## config.mk

```make
export PLATFORM = sky130hd
export DESIGN_NAME = iir_pole
export DESIGN_NICKNAME = d
export VERILOG_FILES = /design/src/rtl/iir_pkg.sv /design/src/rtl/iir_pole_mult.sv /design/src/rtl/iir_pole.sv
export SDC_FILE = /design/constraint.sdc
export NUM_CORES = 1
export LEC_CHECK = 0
export BUFFER_PORTS_ARGS = -buffer_cell sky130_fd_sc_hd__buf_2
export CAP_MARGIN = 15
export CORE_MARGIN = 4
export CORE_UTILIZATION = 40
export DETAILED_ROUTE_END_ITERATION = 7
export GPL_TIMING_DRIVEN = 1
export SYNTH_ARGS = -nofsm -noshare
export SYNTH_HDL_FRONTEND = slang
export SYNTH_HIERARCHICAL = 1
export SYNTH_SLANG_ARGS = --single-unit
```

## constraint.sdc

```tcl
create_clock -name clk -period 10.6 [get_ports clk]
set_input_delay 1.06 -clock clk [delete_from_list [all_inputs] [get_ports clk]]
set_output_delay 1.06 -clock clk [all_outputs]
set_load 0.05 [all_outputs]
```

## src/rtl/iir_pkg.sv

```systemverilog
// rtl/iir_pkg.sv - shared widths, default coefficients and FSM states for the IIR pole stage
package iir_pkg;

  localparam int DATA_W = 12;
  localparam int COE_W  = 12;
  localparam int SUM_W  = 24;
  localparam int ACC_W  = 26;

  localparam logic signed [COE_W-1:0] A1_DEF       = -12'sd1843;
  localparam logic signed [COE_W-1:0] A2_DEF       = 12'sd840;
  localparam int                      COE_FRAC_DEF = 10;

  typedef enum logic [1:0] {
    IDLE = 2'd0,
    MUL1 = 2'd1,
    MUL2 = 2'd2,
    DONE = 2'd3
  } state_t;

endpackage

```

## src/rtl/iir_pole_mult.sv

```systemverilog
// rtl/iir_pole_mult.sv - combinational 12x12 signed multiplier shared by the pole FSM
module iir_pole_mult
  import iir_pkg::*;
(
  input  logic signed [COE_W-1:0]  i_a,
  input  logic signed [DATA_W-1:0] i_b,
  output logic signed [SUM_W-1:0]  o_p
);

  assign o_p = i_a * i_b;

endmodule

```

## src/rtl/iir_pole.sv

```systemverilog
// rtl/iir_pole.sv - feedback half of the biquad: y = (Xin - A1*y1 - A2*y2) >>> COE_FRAC
// Build option: define IIR_POLE_SAT_EN to saturate y instead of wrapping it.
module iir_pole
  import iir_pkg::*;
#(
  parameter logic signed [COE_W-1:0] A1       = A1_DEF,
  parameter logic signed [COE_W-1:0] A2       = A2_DEF,
  parameter int                      COE_FRAC = COE_FRAC_DEF
) (
  input  logic                     clk,
  input  logic                     rst_n,
  input  logic signed [SUM_W-1:0]  Xin,
  input  logic                     in_valid,
  output logic                     in_ready,
  output logic signed [DATA_W-1:0] Yout,
  output logic                     out_valid,
  output logic                     ovf
);

  state_t                    r_state, w_next;
  logic signed [ACC_W-1:0]   r_acc, w_acc_next, w_sub, w_shift;
  logic signed [DATA_W-1:0]  r_y1, r_y2, r_yout, w_hist, w_lim;
  logic signed [COE_W-1:0]   w_coef;
  logic signed [SUM_W-1:0]   w_prod;
  logic                      r_out_valid, r_ovf, w_range_err;

  iir_pole_mult u_mult (
    .i_a (w_coef),
    .i_b (w_hist),
    .o_p (w_prod)
  );

  assign w_sub = r_acc - {{(ACC_W-SUM_W){w_prod[SUM_W-1]}}, w_prod};

  always_comb begin
    w_next     = r_state;
    w_coef     = A1;
    w_hist     = r_y1;
    w_acc_next = r_acc;
    case (r_state)
      IDLE: begin
        if (in_valid) begin
          w_acc_next = {{(ACC_W-SUM_W){Xin[SUM_W-1]}}, Xin};
          w_next     = MUL1;
        end
      end
      MUL1: begin
        w_acc_next = w_sub;
        w_next     = MUL2;
      end
      MUL2: begin
        w_coef     = A2;
        w_hist     = r_y2;
        w_acc_next = w_sub;
        w_next     = DONE;
      end
      DONE:    w_next = IDLE;
      default: w_next = IDLE;
    endcase
  end

  // Result is formed from the final accumulator value so that Yout and out_valid land together in DONE.
  assign w_shift     = w_acc_next >>> COE_FRAC;
  assign w_range_err = !((&w_shift[ACC_W-1:DATA_W-1]) || !(|w_shift[ACC_W-1:DATA_W-1]));

`ifdef IIR_POLE_SAT_EN
  assign w_lim = !w_range_err ? w_shift[DATA_W-1:0] :
                 w_shift[ACC_W-1] ? {1'b1, {(DATA_W-1){1'b0}}} : {1'b0, {(DATA_W-1){1'b1}}};
`else
  assign w_lim = w_shift[DATA_W-1:0];
`endif

  always_ff @(posedge clk or negedge rst_n) begin
    if (!rst_n) begin
      r_state     <= IDLE;
      r_acc       <= '0;
      r_y1        <= '0;
      r_y2        <= '0;
      r_yout      <= '0;
      r_out_valid <= 1'b0;
      r_ovf       <= 1'b0;
    end else begin
      r_state     <= w_next;
      r_acc       <= w_acc_next;
      r_out_valid <= (r_state == MUL2);
      if (r_state == MUL2) begin
        r_yout <= w_lim;
        r_y1   <= w_lim;
        r_y2   <= r_y1;
        if (w_range_err) r_ovf <= 1'b1;
      end
    end
  end

  assign in_ready  = (r_state == IDLE);
  assign Yout      = r_yout;
  assign out_valid = r_out_valid;
  assign ovf       = r_ovf;

endmodule

```

==> results of run 1 <==
-- cell type report --
| cell class | instances | share of cell area |
|---|---|---|
| multi-input cells | 780 | 0.7092 |
| clock inverters | 1 | 0.0004975 |
| well taps | 313 | 0.03893 |
| clock buffers | 7 | 0.01418 |
| inverters | 211 | 0.07872 |
| repair buffers | 46 | 0.02413 |
| flip-flops and latches | 54 | 0.1343 |
-- metrics by stage --
stage               hold slack, ps  cell area [µm²]  worst slack, ps    util  std cells
global route                 534.3            10060            524.5  0.4390       1412
floorplan                    456.3             9492             1949       -       1099
finish                       497.8            10060             1240  0.4390       1412
CTS                          501.7            10060             1294  0.4390       1412
detailed placement           481.4             9913             1350  0.4326       1404
global placement             472.4             9913             1577  0.4326       1404
-- kinds of logic after synthesis --
group                    Yosys count  synth area share
AND/OR/NAND/NOR                  288            0.1426
buffers and inverters            265            0.1068
adder cells (fa/ha/maj)          218            0.3998
AO/OA/AOI/OAI                    184            0.1321
flip-flops                        54            0.1433
XOR/XNOR                          42           0.03900
multiplexers                      30           0.03555
other                              2         0.0007963
-- tightest hold or removal path, cell delays in order, from the launching register on --
cell     delay, ps
dfrtp_1        350
nand2_1         50
o21ai_0         60
-- state kept, by name, summed over array words and instances (netlist names) --
name / count
Yout: 12
out_valid: 1
ovf: 1
r_acc: 26
r_state: 2
r_y2: 12
-- metal layers --
metal	vias up	global-route usage	routed length, µm
met4	0	0.01473	99
met3	11	0.02016	837
met5	-	0	0
met1	3625	0.2614	10640
met2	138	0.2965	10710
li1	3472	-	-
-- Yosys cell counts, drive strengths merged, types with 5 or more instances --
| cell | n |
|---|---|
| mux2 | 28 |
| nor2b | 7 |
| a21oi | 36 |
| o21ai | 49 |
| o211ai | 5 |
| a31oi | 11 |
| nand2b | 7 |
| inv | 210 |
| o21a | 8 |
| nor2 | 33 |
| a211oi | 9 |
| ha | 79 |
| nor3 | 14 |
| xnor2 | 29 |
| dfrtp | 54 |
| xor2 | 13 |
| a21o | 12 |
| a22oi | 14 |
| fa | 139 |
| and2 | 45 |
| and3 | 9 |
| clkbuf | 49 |
| nand3 | 8 |
| nand2 | 148 |
| a222oi | 5 |
| buf | 5 |
-- final timing paths --
check,end,cells past startpoint,startpoint,slack (ps)
worst min-delay path,r_acc[2],2,r_acc[2],500
worst max-delay path,ovf,30,r_state[0],1240
min in group asynchronous,r_acc[4],2,rst_n,900
worst max register to register,ovf,30,r_state[0],1240
max in group asynchronous,r_acc[24],2,rst_n,9200
worst min register to register,r_acc[2],2,r_acc[2],500
==> reports/qor.csv, run 1 <==
metric,value,unit
status,finished clean,
tightest_slew,896.2,ps
mostFrequentLayoutCell,inv_1,
rsz0062_at_grt,no,
cts.sinks,54,
fin_crit_sh,0.8830,
routabilityCongestion,0.8914,
multi_input_area,7136,µm²
grt.total_usage,0.1781,
critical_path_required,10800,ps
grt_pass1_vias,7519,
worst_path_max_delay_cell,a2111oi_0,
antenna_found_initial,0,
crit_path_end_kind,flop,
yosysUniqueCellTypes,66,
diodes,0,
synth_seq_cells,54,
cts_setup_buffers,0,
clock_path_buffers,2,
start_kind,flop,
netlist_instances,1083,
ctsHoldBuffers,0,
finalSetupTns,0,ps
nets,1343,
core.rowCount,55,
drive_above_1_share,0.08826,
fp.dieArea,26100,µm²
numPortBuffers,41,
dp_hpwl,17.78,mm
max_freq,106.8,MHz
core,22920,µm²
synth_area,9432,µm²
crit_buf_inv,7,
cts_made_buffers,5,
wl_per_cell,15.79,µm
critPathArrivalTime,9560,ps
finClkSkew,15.09,ps
min_period,9360,ps
critPathMaxFanout,50,
synth-async-reset-ratio,1.000,
nFillCells,2315,
path_class,reg -> reg,
synth.top_cells.by_area,"fa_1, dfrtp_1, ha_1",
root_buffer,clkbuf_16,
die_h,161.6,µm
max_stage_delay,610,ps
cp_top_family,adder cells,
drcViolationCount,0,
route.antenna.remaining_nets,0,
synth_area_per_cell,8.709,µm²
relSlewSlack,0.4025,
io_pins,42,
grt_max_degree,55,
synthFlopType,dfrtp_1,
drtIter0Drc,448,
grt_pass1_wl,38.18,mm
cts_tree,yes,
yosysTopAreaCellShare,0.2950,
post_cts_resize_count,0,
most-common-layout-cells,"inv_1, nand2_1, fa_1",
insertion_delay,310,ps
dr.pass1.iters,5,
grt_overflow,0,
yosys.area.top_type,fa_1,
setup_viol,0,
final-seq-area,1351,µm²
hold_viol,0,
avgViaCountPerCell,5.132,
synth_seq_area_share,0.1433,
clk_pin_slew,80,ps
maxSlewViolCount,0,
synth_edf_count,0,
vias,7246,
start_util,0.4116,
yosys_warnings,6,
htree_num_levels,2,
hp-class,reg -> reg,
die_w,161.6,µm
syn2layout_area_growth,6.673,%
routed_wl,22.29,mm
maxCapViolCount,0,
Power of run 1 is left out: the tool's default activity adds up to more than one toggle a clock period on the data nets, which glitch-free logic cannot reach.
==> run 2, diff against run 1 <==
ABC_AREA = 1   (was default)
SYNTH_HIERARCHICAL = default   (was 1)
==> run 2 against run 1 <==
Highest routed layer unchanged. Wire length is 6.5% lower. Sequential share of layout area increased by 1.5 points. Non-clock buffer count is 1 higher. Hold slack worse by 21 ps. Synthesized cell count increased by 6.0%. Via count shrank 3.2%.
==> reports/qor.csv, run 2 <==
metric,value,unit,change
fp.dieArea,23350,µm²,"was 26,100 µm²"
die_h,152.8,µm,was 161.6 µm
htree_num_levels,2,,unchanged
min_period,8035,ps,was 9360 ps
clock_path_buffers,2,,unchanged
die_w,152.8,µm,was 161.6 µm
dp_slack,2580,ps,was 1350 ps
nets,1411,,"was 1,343"
core.rowCount,52,,was 55
cp_common_cell,nand2_1,,
crit_path_end_kind,flop,,unchanged
synth_area,8389,µm²,was 9432 µm²
synth_seq_area_share,0.1611,,was 0.1433
ctsHoldBuffers,0,,unchanged
yosysTopAreaCellShare,0.2148,,was 0.2950
dp_hpwl,17.83,mm,was 17.78 mm
avgViaCountPerCell,4.814,,was 5.132
wl_per_cell,14.30,µm,was 15.79 µm
grt_max_degree,55,,unchanged
synth.top_cells.by_count,"nand2_1, inv_1, ha_1",,"was inv_1, nand2_1, fa_1"
netlist_instances,1148,,"was 1,083"
finalSetupTns,0,ps,unchanged
synth-async-reset-ratio,1.000,,unchanged
start_kind,flop,,unchanged
post_cts_resize_count,0,,unchanged
grt.total_usage,0.1827,,was 0.1781
io_pins,42,,unchanged
route.met2.wl,9.608,mm,was 10.71 mm
maxSlewViolCount,0,,unchanged
yosys_warnings,0,,was 6
rsz0062_at_grt,no,,unchanged
startpoint,r_state[0],,unchanged
synth.top_cells.by_area,"fa_1, dfrtp_1, ha_1",,unchanged
most-common-layout-cells,"nand2_1, inv_1, ha_1",,"was inv_1, nand2_1, fa_1"
top_layer,met4,,unchanged
fin_crit_sh,0.7580,,was 0.8830
worst_path_max_delay_cell,fa_1,,was a2111oi_0
routed_wl,20.84,mm,was 22.29 mm
top_register,r_acc,,unchanged
critPathMaxFanout,25,,was 50
relSlewSlack,0.4121,,was 0.4025
core,20430,µm²,"was 22,920 µm²"
max_freq,124.5,MHz,was 106.8 MHz
cts_made_buffers,5,,unchanged
tightest_slew,880.9,ps,was 896.2 ps
setup_slack,2565,ps,was 1240 ps
synth_area_per_cell,7.308,µm²,was 8.709 µm²
vias,7014,,"was 7,246"
yosys.cell_count.top_type,nand2_1,,was inv_1
routabilityCongestion,0.9379,,was 0.8914
drtIter0Drc,384,,was 448
numPortBuffers,41,,unchanged
synthFlopType,dfrtp_1,,unchanged
largest_register_ffs,26,,unchanged
insertion_delay,320,ps,was 310 ps
critical_path_required,10800,ps,about the same
grt_pass1_vias,7060,,"was 7,519"
yosys.area.top_type,fa_1,,unchanged
critical_path.endpoint,ovf,,unchanged
finClkSkew,11.93,ps,was 15.09 ps
hp-class,reg -> reg,,unchanged
antenna_found_initial,0,,unchanged
maxCapViolCount,0,,unchanged
wl_met3,786,µm,was 837 µm
path_class,reg -> reg,,unchanged
start_util,0.4106,,was 0.4116
diodes,0,,unchanged
setup_viol,0,,unchanged
cts_setup_buffers,0,,unchanged
max_stage_delay,550,ps,was 610 ps
drive_above_1_share,0.06571,,was 0.08826
status,finished clean,,unchanged
mostFrequentLayoutCell,nand2_1,,was inv_1
grt_overflow,0,,unchanged
r2r_cells,42,,was 30
reg2reg_from,r_state[0],,unchanged
hold_viol,0,,unchanged
route.antenna.remaining_nets,0,,unchanged
r2r_slack,2570,ps,was 1240 ps
cts_tree,yes,,unchanged
synth_edf_count,0,,unchanged
critPathArrivalTime,8240,ps,was 9560 ps
nFillCells,2176,,"was 2,315"
worstReg2RegEnd,ovf,,unchanged
syn2layout_area_growth,7.875,%,was 6.673%
dr.pass1.iters,5,,unchanged
grt_pass1_wl,34.93,mm,was 38.18 mm
synth_seq_cells,54,,unchanged
drcViolationCount,0,,unchanged
root_buffer,clkbuf_16,,unchanged
wl_met1,9.971,mm,was 10.64 mm
clk_pin_slew,80,ps,about the same
yosysUniqueCellTypes,41,,was 66
cts.sinks,54,,unchanged
## run 2: cell types whose count changed after synthesis, moves of 37 or more
cell	previous run	this run
inv_1	210	287
nor2_1	33	74
a21oi_1	36	74
nand2_1	147	293
and2_1	45	0
clkbuf_1	49	12
fa_1	139	90
## run 2: worst max-delay path, delay by kind of cell (launching register included)
kind	cells	cell delay, ps
AND/OR/NAND/NOR	19	1880
buffers and inverters	10	960
flip-flops	1	360
adder cells (fa/ha/maj)	8	3690
XOR/XNOR	1	200
AO/OA/AOI/OAI	4	800
## run 2: how the worst min path moves through the flow
stage	startpoint	endpoint	cells past startpoint
floorplan	r_y2[3]	r_y2[3]	2
global placement	r_y2[6]	r_y2[6]	2
detailed placement	r_y2[3]	r_y2[3]	2
CTS	r_y2[3]	r_y2[3]	2
global route	r_y2[3]	r_y2[3]	2
finish	ovf	ovf	2
## run 2: metal layers
metal  global-route usage  up-vias
li1                     -     3570
met2               0.3018      133
met3              0.02347       28
met5                    0        -
met1               0.2552     3283
met4              0.04752        0
## run 2: logic make-up (layout without fill, tap and decap cells)
group	count (synthesis)	count (layout)	share of synthesized area
and+or+nand+nor	430	430	0.2067
buffers and inverters	308	344	0.1394
adders and majority gates	197	197	0.3743
AOI/OAI and AO/OA	136	136	0.09560
DFF	54	54	0.1611
xor gates and xnor gates	21	21	0.02192
other	2	5	0.0008952
## run 2: area by class of cell
| type | count | area (µm²) | area share |
|---|---|---|---|
| multi-input combinational | 789 | 5879 | 0.6497 |
| sequential | 54 | 1351 | 0.1493 |
| inverter | 290 | 1089 | 0.1203 |
| tap | 270 | 337.8 | 0.03733 |
| timing repair buffer | 47 | 250.2 | 0.02765 |
| clock buffer | 5 | 125.1 | 0.01383 |
| clock inverter | 2 | 17.52 | 0.001936 |
## run 2: per-stage QoR
stage / area, µm² / hold WS, ps / util / cells
6_report: 9050 / 477.2 / 0.4430 / 1457
5_1_grt: 9050 / 506.3 / 0.4430 / 1457
4_1_cts: 9050 / 481.9 / 0.4430 / 1457
3_5_place_dp: 8907 / 464.4 / 0.4360 / 1450
3_3_place_gp: 8907 / 457.2 / 0.4360 / 1450
2_1_floorplan: 8401 / 441.7 / - / 1151
Power of run 2 is left out for the same reason.
==> run 3, diff against run 2 <==
clock period = 7.4 ns   (was 10.6 ns; I/O delays follow)
==> run 3 against run 2 <==
Final cell count grew 2.7%. Clock skew grew 1.4 ps. Fmax rose by 15%. Utilization grew 3.1 points. Sequential cell count unchanged. First-iteration DRC count is 18% lower. Final area increased by 7.0%. Critical endpoint unchanged.
==> reports/qor.csv, run 3 (same netlist as run 2, synthesis figures left out) <==
metric,value,unit,change
min_period,6995,ps,was 8035 ps
path_class,reg -> reg,,unchanged
largest_register_ffs,26,,unchanged
cp.depth,39,,was 42
die_w,152.8,µm,unchanged
cp_top_family,adder cells,,unchanged
avgViaCountPerCell,4.816,,was 4.814
hp-class,reg -> reg,,unchanged
post_dp_cell_area,9110,µm²,was 8907 µm²
diodes,0,,unchanged
cts_made_buffers,5,,unchanged
fin_crit_sh,0.9453,,was 0.7580
routed_wl,21.40,mm,was 20.84 mm
drive_above_1_share,0.1509,,was 0.06571
crit_buf_inv,6,,was 10
start_util,0.4106,,unchanged
hold_viol,0,,unchanged
dp.cells,1477,,"was 1,450"
root_buffer,clkbuf_16,,unchanged
grt_max_degree,55,,unchanged
route.antenna.remaining_nets,0,,unchanged
cp_common_cell,nand2_1,,unchanged
antenna_found_initial,0,,unchanged
fp.dieArea,23350,µm²,unchanged
nets,1449,,"was 1,411"
syn2layout_area_growth,15.44,%,was 7.875%
status,finished clean,,unchanged
fin_cells,1496,,"was 1,457"
most-common-layout-cells,"nand2_1, inv_1, ha_1",,unchanged
grt_overflow,0,,unchanged
die_h,152.8,µm,unchanged
maxCapViolCount,0,,unchanged
routabilityCongestion,0.9189,,was 0.9379
crit_path_end_kind,flop,,unchanged
r2r_slack,400,ps,was 2570 ps
cts_tree,yes,,unchanged
vias,7205,,"was 7,014"
top_register,r_acc,,unchanged
finClkSkew,13.29,ps,was 11.93 ps
final_cell_area,9684,µm²,was 9050 µm²
grt_pass1_wl,35.20,mm,was 34.93 mm
core,20430,µm²,unchanged
drcViolationCount,0,,unchanged
dr.pass1.iters,6,,was 5
wl_per_cell,14.30,µm,about the same
cts.sinks,54,,unchanged
min-delay-start,r_y2[0],,was ovf
io_pins,42,,unchanged
core.rowCount,52,,unchanged
mostFrequentLayoutCell,nand2_1,,unchanged
setup_viol,0,,unchanged
worst_path_max_delay_cell,fa_1,,unchanged
tightest_slew,920.4,ps,was 880.9 ps
dp_hpwl,18.13,mm,was 17.83 mm
drtIter0Drc,313,,was 384
critPathMaxFanout,6,,was 25
numPortBuffers,41,,unchanged
worstReg2RegEnd,ovf,,unchanged
hold_path_end,r_y2[0],,was ovf
grt.total_usage,0.1845,,was 0.1827
htree_num_levels,2,,unchanged
r2r_cells,39,,was 42
clock_path_buffers,2,,unchanged
clk_pin_slew,90,ps,was 80 ps
grt_pass1_vias,7157,,"was 7,060"
start_kind,flop,,unchanged
max_freq,143.0,MHz,was 124.5 MHz
ctsHoldBuffers,0,,unchanged
reg2reg_from,r_state[0],,unchanged
max_stage_delay,550,ps,about the same
holdPathStages,2,,unchanged
nFillCells,2130,,"was 2,176"
insertion_delay,320,ps,about the same
maxSlewViolCount,0,,unchanged
critPathArrivalTime,7210,ps,was 8240 ps
relSlewSlack,0.3857,,was 0.4121
critical_path_required,7620,ps,"was 10,800 ps"
[run 3: cell count changes in the layout (fill, tap and decap cells not counted), sizes merged]
| cell | change |
|---|---|
| bufinv | +1 |
| clkinv | +1 |
| inv | -2 |
| buf | +38 |
| clkinvlp | +1 |
[run 3: worst max path at each step]
stage / startpoint / to / slack, ps
2_1_floorplan: r_state[0] / ovf / 470
3_3_place_gp: r_state[0] / ovf / -2
3_5_place_dp: r_state[0] / ovf / -100
4_1_cts: r_state[0] / ovf / 2
5_1_grt: r_state[0] / ovf / -70
6_report: r_state[0] / ovf / 400
[run 3: layer usage]
metal | global-route usage | vias to the layer above | wire (µm)
li1 | - | 3650 | -
met1 | 0.2611 | 3407 | 10230
met2 | 0.3102 | 130 | 10150
met3 | 0.02629 | 18 | 806
met4 | 0.02546 | 0 | 213
met5 | 0 | - | 0
[run 3: area by class of cell]
cell class              instances  area [µm²]  share of cell area
inverters                     290        1097              0.1133
repair buffers                 85       546.8             0.05646
multi-input cells             789        6177              0.6379
clock inverters                 3       47.55            0.004910
clock buffers                   5       125.1             0.01292
well taps                     270       337.8             0.03488
flip-flops and latches         54        1353              0.1397
[run 3: worst min-delay path, delay by kind of cell, from the launching register on]
kind	cells	cell delay, ps
DFF	1	350
and+or+nand+nor	2	100
[run 3: metrics by stage]
step	setup WS, ps	TNS (ps)	hold slack [ps]	util
6_report	404.9	0	474.8	0.4740
5_1_grt	-68.88	-68.88	510.6	0.4740
4_1_cts	2.083	0	478.1	0.4554
3_5_place_dp	-98.92	-98.92	452.2	0.4459
3_3_place_gp	-1.869	-1.869	455.4	0.4459
2_1_floorplan	466.6	0	441.7	-
[run 3: repair_timing]
item,4_1_cts,5_1_grt
setup endpoints to repair,1,15
pin swaps,0,19
resized for setup,4,78
buffers inserted,1,10
Power of run 3 is left out for the same reason.
